## config.mk

```make
export PLATFORM = sky130hd
export DESIGN_NAME = audio_source_sequencer
export DESIGN_NICKNAME = d
export VERILOG_FILES = /design/src/rtl/audio_source_sequencer.sv
export SDC_FILE = /design/constraint.sdc
export NUM_CORES = 1
export LEC_CHECK = 0
export CAP_MARGIN = 20
export CELL_PAD_IN_SITES_DETAIL_PLACEMENT = 1
export CELL_PAD_IN_SITES_GLOBAL_PLACEMENT = 1
export CORE_ASPECT_RATIO = 0.6
export CORE_UTILIZATION = 41
export DETAILED_ROUTE_END_ITERATION = 12
export HOLD_SLACK_MARGIN = 0.1
export PLACE_DENSITY_LB_ADDON = 0.1
export SLEW_MARGIN = 20
export SYNTH_ARGS = -nofsm -noshare
export SYNTH_HDL_FRONTEND = slang
export SYNTH_SLANG_ARGS = --single-unit
```

## constraint.sdc

```tcl
create_clock -name clk -period 4.7 [get_ports clk]
set_input_delay 0.705 -clock clk [delete_from_list [all_inputs] [get_ports clk]]
set_output_delay 0.705 -clock clk [all_outputs]
set_load 0.005 [all_outputs]
```

## src/rtl/audio_source_sequencer.sv

```systemverilog
// ============================================================================
// Module      : audio_source_sequencer
// Description : Debounces board switches and commits them to the audio selector
//               behind a gain fade-out / fade-in so source changes never click.
// Revision    : 1.0 - initial release
// ============================================================================
`default_nettype none

module audio_source_sequencer #(
    parameter int DEBOUNCE_CYCLES = 1_000_000,
    parameter int GAIN_W          = 6
) (
    input  logic               clk,
    input  logic               rst_n,
    input  logic [15:0]        switches,
    input  logic signed [15:0] pcm_in,
    input  logic               pcm_in_valid,
    output logic [15:0]        sel_switches,
    output logic signed [15:0] pcm_out,
    output logic               pcm_out_valid,
    output logic               busy
);

    localparam int c_CNT_W  = (DEBOUNCE_CYCLES > 1) ? $clog2(DEBOUNCE_CYCLES) : 1;
    localparam int c_PROD_W = 17 + GAIN_W;

    localparam logic [c_CNT_W-1:0] c_CNT_LAST  = c_CNT_W'(DEBOUNCE_CYCLES - 1);
    localparam logic [GAIN_W:0]    c_GAIN_FULL = {1'b1, {GAIN_W{1'b0}}};
    localparam logic [GAIN_W:0]    c_GAIN_ONE  = {{GAIN_W{1'b0}}, 1'b1};
    localparam logic [GAIN_W:0]    c_GAIN_ZERO = '0;
    localparam logic [GAIN_W:0]    c_GAIN_LAST = c_GAIN_FULL - c_GAIN_ONE;

    localparam logic [1:0] c_IDLE     = 2'd0;
    localparam logic [1:0] c_FADE_OUT = 2'd1;
    localparam logic [1:0] c_SWITCH   = 2'd2;
    localparam logic [1:0] c_FADE_IN  = 2'd3;

    logic [15:0]        r_sync1;
    logic [15:0]        r_sync2;
    logic [15:0]        r_cand;
    logic [15:0]        r_stable;
    logic [c_CNT_W-1:0] r_cnt;
    logic [15:0]        r_sel;
    logic [1:0]         r_state;
    logic [GAIN_W:0]    r_gain;
    logic signed [15:0] r_pcm_out;
    logic               r_pcm_out_valid;

    logic [1:0]            w_state_nx;
    logic [GAIN_W:0]       w_gain_nx;
    logic                  w_pending;
    logic                  w_commit;
    logic                  w_busy;
    logic signed [c_PROD_W-1:0] w_pcm_ext;
    logic signed [c_PROD_W-1:0] w_gain_ext;
    logic signed [c_PROD_W-1:0] w_prod;
    logic                  w_unused_prod_bits;

    always_ff @(posedge clk) begin
        if (!rst_n) begin
            r_sync1 <= '0;
            r_sync2 <= '0;
        end else begin
            r_sync1 <= switches;
            r_sync2 <= r_sync1;
        end
    end

    // r_cand remembers last cycle's synchronized value so any change restarts the count
    always_ff @(posedge clk) begin
        if (!rst_n) begin
            r_cand   <= '0;
            r_cnt    <= '0;
            r_stable <= '0;
        end else begin
            r_cand <= r_sync2;
            if (r_sync2 != r_cand) begin
                r_cnt <= '0;
            end else if (r_cnt == c_CNT_LAST) begin
                r_stable <= r_sync2;
            end else begin
                r_cnt <= r_cnt + 1'b1;
            end
        end
    end

    assign w_pending = (r_stable != r_sel);

    always_ff @(posedge clk) begin
        if (!rst_n) begin
            r_state <= c_FADE_IN;
            r_gain  <= '0;
            r_sel   <= '0;
        end else begin
            r_state <= w_state_nx;
            r_gain  <= w_gain_nx;
            if (w_commit) begin
                r_sel <= r_stable;
            end
        end
    end

    always_comb begin
        w_state_nx = r_state;
        w_gain_nx  = r_gain;
        case (r_state)
            c_IDLE: begin
                w_gain_nx = c_GAIN_FULL;
                if (w_pending) begin
                    w_state_nx = c_FADE_OUT;
                end
            end
            c_FADE_OUT: begin
                // A reversal from FADE_IN at zero gain has nothing left to ramp
                if (r_gain == c_GAIN_ZERO) begin
                    w_state_nx = c_SWITCH;
                end else if (pcm_in_valid) begin
                    w_gain_nx = r_gain - c_GAIN_ONE;
                    if (r_gain == c_GAIN_ONE) begin
                        w_state_nx = c_SWITCH;
                    end
                end
            end
            c_SWITCH: begin
                w_state_nx = c_FADE_IN;
            end
            c_FADE_IN: begin
                // Finishing the ramp wins over a pending change; IDLE picks it up next cycle
                if (r_gain == c_GAIN_FULL) begin
                    w_state_nx = c_IDLE;
                end else if (pcm_in_valid && (r_gain == c_GAIN_LAST)) begin
                    w_gain_nx  = c_GAIN_FULL;
                    w_state_nx = c_IDLE;
                end else if (w_pending) begin
                    w_state_nx = c_FADE_OUT;
                end else if (pcm_in_valid) begin
                    w_gain_nx = r_gain + c_GAIN_ONE;
                end
            end
            default: begin
                w_state_nx = c_IDLE;
            end
        endcase
    end

    always_comb begin
        w_busy   = (r_state != c_IDLE);
        w_commit = (r_state == c_SWITCH);
    end

    assign w_pcm_ext  = {{(GAIN_W + 1){pcm_in[15]}}, pcm_in};
    assign w_gain_ext = {16'b0, r_gain};
    assign w_prod     = w_pcm_ext * w_gain_ext;

    // Slicing at GAIN_W is the arithmetic right shift (floor) of the product
    assign w_unused_prod_bits = ^{w_prod[c_PROD_W-1], w_prod[GAIN_W-1:0]};

    always_ff @(posedge clk) begin
        if (!rst_n) begin
            r_pcm_out       <= '0;
            r_pcm_out_valid <= 1'b0;
        end else begin
            r_pcm_out_valid <= pcm_in_valid;
            if (pcm_in_valid) begin
                r_pcm_out <= w_prod[GAIN_W+15:GAIN_W];
            end
        end
    end

    assign sel_switches  = r_sel;
    assign pcm_out       = r_pcm_out;
    assign pcm_out_valid = r_pcm_out_valid;
    assign busy          = w_busy;

endmodule

`default_nettype wire

```

After elaboration in Yosys (flattened, before gate mapping)
Index checks and enable logic that the tools add are counted.

Bits in registers: 126.

$add $sub $neg: 3. Multiply operators: 1. Equal/unequal tests: 16. Multiplexer cells: 14. Bitwise logic cells: 2. Reductions and logical operators: 9.

Operators by type and width (count): $mux 7 (6); $ne 16x16->1 (2); $mul 16x8->22 (1); $pmux 7 s3 (1); $add 20x1->20 const B (1); $eq 20x20->1 const B (1); $mux 2 (6); $ne 3x3->1 const B (4); $pmux 2 s4 (1); $add 7x1->7 const B (1); $eq 7x1->1 const B (1); $eq 7x6->1 const B (1); $eq 7x7->1 const B (1); $logic_not 7->1 (1); $sub 7x1->7 const B (1); $ne 2x2->1 const B (3); $reduce_and 6->1 (1); $eq 2x2->1 const B (2); $reduce_and 2->1 (2); $reduce_bool 3->1 (1); $eq 2x1->1 const B (1); $logic_not 2->1 (1); $not 1->1 (2); $reduce_bool 2->1 (1); other kinds (2) (2).

Depth between registers and ports, before layout
Depth after elaboration: 6. Gate-level depth with buffers: 19. Gate-level depth less buffers: 17.

Least setup slack after synthesis
Ideal clock, no wire load.

Path kind: flip-flop to flip-flop. Start point: register r_gain[3]. End point: register r_pcm_out[15] (netlist: pcm_out[15]). Setup time: 123 ps. Data arrival time: 4970 ps. Required time: 4577 ps. Setup slack: -393 ps. Stages on the path, launching flop included: 20. Path buffers: 3. Path through: dfxtp_1 buf_2 clkbuf_1 clkbuf_1 nand2_1 fa_1 fa_1 inv_1 fa_1 inv_1 fa_1 inv_1 ha_1 and3_1 or2_1 a2111oi_0 o21ai_1 o41ai_1 xnor2_1 o21ai_1.

Longest elaborated chain between the ends: 1.

RTL lines: start, declared (RTL line 45) `logic [GAIN_W:0] r_gain;`; start signal, assigned (RTL line 96) `r_gain <= w_gain_nx;`; $mul 16x8->22 (RTL line 153) `assign w_prod = w_pcm_ext * w_gain_ext;`; end signal, assigned (RTL line 165) `r_pcm_out <= w_prod[GAIN_W+15:GAIN_W];`; end, declared (RTL line 46) `logic signed [15:0] r_pcm_out;`.

Every way passes these cells. A chain may end at the register's enable or synchronous reset.

Final worst setup path
Start point: input pcm_in[1]. End point: register r_pcm_out[15] (netlist: pcm_out[15]).

Longest elaborated chain between the ends: 1.

RTL lines: start, declared (RTL line 16) `input logic signed [15:0] pcm_in,`; $mul 16x8->22 (RTL line 153).

Every way passes these cells.

==> flow_summary.json <==
{
  "fin_nets": 1278,
  "min_delay_path_depth": 1,
  "syn-cell-area_um2": 8682,
  "maxCapViolations": 0,
  "hp-start": "r_sync1[1]$_SDFF_PN0_",
  "fmax_ghz": 0.2174,
  "yosysSeqAreaShare_pct": 29.05,
  "grt_max_degree": 46,
  "worstPathMaxFanout": 3,
  "crit_path_start": "pcm_in[1]",
  "dpl.hpwl_um": 18510,
  "dr_total_vias": 7046,
  "wl_um": 24010,
  "p_comb_share_pct": 16.2,
  "grt_pass1_vias": 7418,
  "r2r_end": "pcm_out[15]$_SDFFE_PN0P_",
  "synthXorXnorAreaFrac_pct": 7.364,
  "hold_path.class": "flip-flop to flip-flop",
  "viasPerCell": 5.026,
  "antenna_found_initial": 1,
  "rsz0062_at_grt": "yes",
  "top_usage_layer": "met1",
  "p_sw_w": 0.0007587,
  "synth_edf_count": 0,
  "drt_first_pass_iters": 5,
  "synth_top_family_by_area": "adder cells",
  "dieArea_um2": 21780,
  "muxShareOfSynthArea_pct": 2.536,
  "arrival_ns": 4.89,
  "required_ns": 4.99,
  "path_buf_inv": 4,
  "rrSetupSlack_ns": 0.13,
  "synth_adder_area_share_pct": 25.08,
  "start_util_pct": 42.62,
  "layout.cells.non_filler": 1402,
  "port_buffers": 68,
  "synth_area_leader_cell": "dfxtp_1",
  "ys_types": 59,
  "finalSetupViolations": 0,
  "p_per_area_nw_per_um2": 263.1,
  "relSlewSlack_pct": 51.17,
  "fin_crit_sh_pct": 97.86,
  "met1_usage_pct": 36.64,
  "hold_end": "r_sync2[1]$_SDFF_PN0_",
  "switching_share_pct": 25.60,
  "fp.coreArea_um2": 20370,
  "grt_util_met3_pct": 3.218,
  "worst_pin_slew_ns": 0.7306,
  "cts_tree": "yes",
  "synth_top_area_share_pct": 29.05,
  "regArea_um2": 2534,
  "grt_pass1_wl_um": 39610,
  "synth_area_leaders": "dfxtp_1, fa_1, and2_1",
  "ios": 69,
  "die_width_um": 189.9,
  "yosys_warnings": 0,
  "syn_avg_cell_area_um2": 8.941,
  "design_area_um2": 11270,
  "numClockSinks": 126,
  "crit_type": "input pin to flip-flop",
  "total_leakage_power_nw": 5.083,
  "dpl_cell_area_um2": 10310,
  "critPathLaunchType": "input pin",
  "root_buffer": "clkbuf_16",
  "multiInputGateArea_um2": 5927,
  "status": "completed",
  "cp_slowest_cell": "fa_1",
  "layout-drive-gt1-share_pct": 17.89,
  "synth_nets": 1132,
  "syn_to_final_growth_pct": 29.76,
  "cpMostUsedCell": "fa_1",
  "grt_usage_pct": 23.55,
  "yosys.area_share.simple_pct": 21.86,
  "p_clk_share_pct": 45.8,
  "path_cells": "dlygate4sd2_1 > and2_4 > fa_2 > fa_1 > inv_1 > fa_1 > fa_1 > inv_1 > ha_4 > and3_4 > or2_4 > a2111oi_4 > buf_4 > o21ai_4 > o41ai_2 > xnor2_1 > o21ai_1",
  "peakVddDrop_mv": 0.2688,
  "clkLatencyLatePin_ns": 0.42,
  "routabilityCongestion": 0.8212,
  "synth-compound-area-share_pct": 7.263,
  "ys.flop_type": "dfxtp_1",
  "met2_usage_pct": 33.94,
  "h-tree-depth": 4,
  "yosys_register_bits": 126,
  "first_iter_violations": 290,
  "critPathTopFamily": "adder cells",
  "gr-total-overflow": 0,
  "holdWs_ns": 0.4306,
  "cts_buffer_depth": 2,
  "wl_per_cell_um": 17.12,
  "reg2reg_depth": 17,
  "timing.rr.start": "r_gain[3]$_SDFFE_PN0P_",
  "die_h_um": 114.7,
  "seq_power_share_pct": 38.0,
  "fillers": 2325,
  "dpl.cell_count": 1366,
  "async_reset_ff_share_pct": 0,
  "yosys.cell_count.top_type": "dfxtp_1",
  "synth_commonest_cells": "dfxtp_1, and2_1, inv_1, nand2_1, fa_1",
  "hold_viol": 0,
  "fin_worst_skew_ns": 0.01051,
  "p_int_w": 0.002205,
  "slew_violations": 0,
  "cts_made_buffers": 17,
  "power_w": 0.002964,
  "drc": 0,
  "path_clk_slew_ns": 0.06,
  "rows": 40,
  "syn_inst": 971,
  "slowest_delay_ns": 0.52,
  "ant_nets": 0,
  "diodes": 0,
  "layout_min_cycle_time_ns": 4.600,
  "critPathCaptureType": "flip-flop"
}
-- cell usage in the layout, fill, tap and decap left out, drive strengths merged, types with 4 or more instances in the layout --
cell	n
mux2i	22
nor4	7
clkdlybuf4s15	4
fa	80
nor3	11
nand2	105
clkinvlp	5
dfxtp	126
and2	125
xnor2	36
ha	46
clkbuf	21
nor2	64
o21ai	23
and3	6
xor2	37
a21o	4
a21oi	36
a311oi	4
o31ai	5
nand4	12
nor2b	5
nand3	15
nand2b	6
inv	116
buf	102
clkdlybuf4s50	54
-- worst max path at each step --
stage / to / depth (start not counted)
2_1_floorplan: pcm_out[13]$_SDFFE_PN0P_ / 15
3_3_place_gp: pcm_out[13]$_SDFFE_PN0P_ / 18
3_5_place_dp: pcm_out[13]$_SDFFE_PN0P_ / 18
4_1_cts: pcm_out[14]$_SDFFE_PN0P_ / 16
5_1_grt: pcm_out[15]$_SDFFE_PN0P_ / 17
6_report: pcm_out[15]$_SDFFE_PN0P_ / 17
-- state kept, by name (all words and copies together) (netlist names) --
signal / cells
r_cand: 16
pcm_out_valid: 1
r_state: 2
pcm_out: 16
r_sync1: 16
sel_switches: 16
r_cnt: 20
r_stable: 16
r_gain: 7
r_sync2: 16
-- layer usage --
layer / routed length [um] / share of wire, %
met5: 0 / 0
met1: 13060 / 54
met2: 9985 / 42
met4: 215 / 0.90
met3: 744 / 3.1
-- worst register-to-register path, stage by stage (launching register included) --
cell	delay [ns]
dfxtp_4	0.38
buf_6	0.14
buf_4	0.15
and2_1	0.14
fa_1	0.47
fa_1	0.51
fa_1	0.51
inv_2	0.05
fa_2	0.54
inv_1	0.06
ha_4	0.16
a21o_4	0.22
a2111oi_4	0.39
buf_4	0.20
o21ai_4	0.07
o41ai_2	0.24
xnor2_1	0.15
o21ai_1	0.06
-- metrics by stage --
| stage | TNS [ns] | setup slack (ns) | util (%) |
|---|---|---|---|
| 2_1_floorplan | 0 | 0.03293 | - |
| 3_3_place_gp | -8.522 | -0.9560 | 50.60 |
| 3_5_place_dp | -9.187 | -0.9197 | 50.60 |
| 4_1_cts | 0 | 0.001807 | 54.36 |
| 5_1_grt | -0.03675 | -0.01971 | 55.31 |
| 6_report | 0 | 0.1004 | 55.31 |
-- power groups by stage --
stage               combinational (W)  clock (W)  sequential [W]
floorplan                    0.000255          0         0.00114
global placement             0.000434          0         0.00115
detailed placement           0.000445          0         0.00115
CTS                          0.000459    0.00137         0.00113
global route                 0.000540    0.00142         0.00113
finish                       0.000479    0.00136         0.00113
-- cell families after synthesis --
logic type	Yosys count
AND/OR/NAND/NOR	369
AO/OA/AOI/OAI	101
multiplexers	22
flip-flops	126
buffers and inverters	154
XOR/XNOR	73
adder cells (fa/ha/maj)	126
-- layout make-up --
cell class / instances / area share, %
multi-input combinational: 691 / 52.61
sequential: 126 / 22.49
timing repair buffer: 165 / 12.61
clock buffer: 21 / 4.176
inverter: 116 / 3.865
tap: 273 / 3.032
clock inverter: 10 / 1.222
-- repair_timing --
item,4_1_cts,5_1_grt
endpoints found under the setup margin,12,10
hold buffers,0,0
gates resized for setup,68,39
hold endpoints to repair,0,0
setup buffers,2,3
pin swaps,21,28
Power figures use the tool's default switching activity.
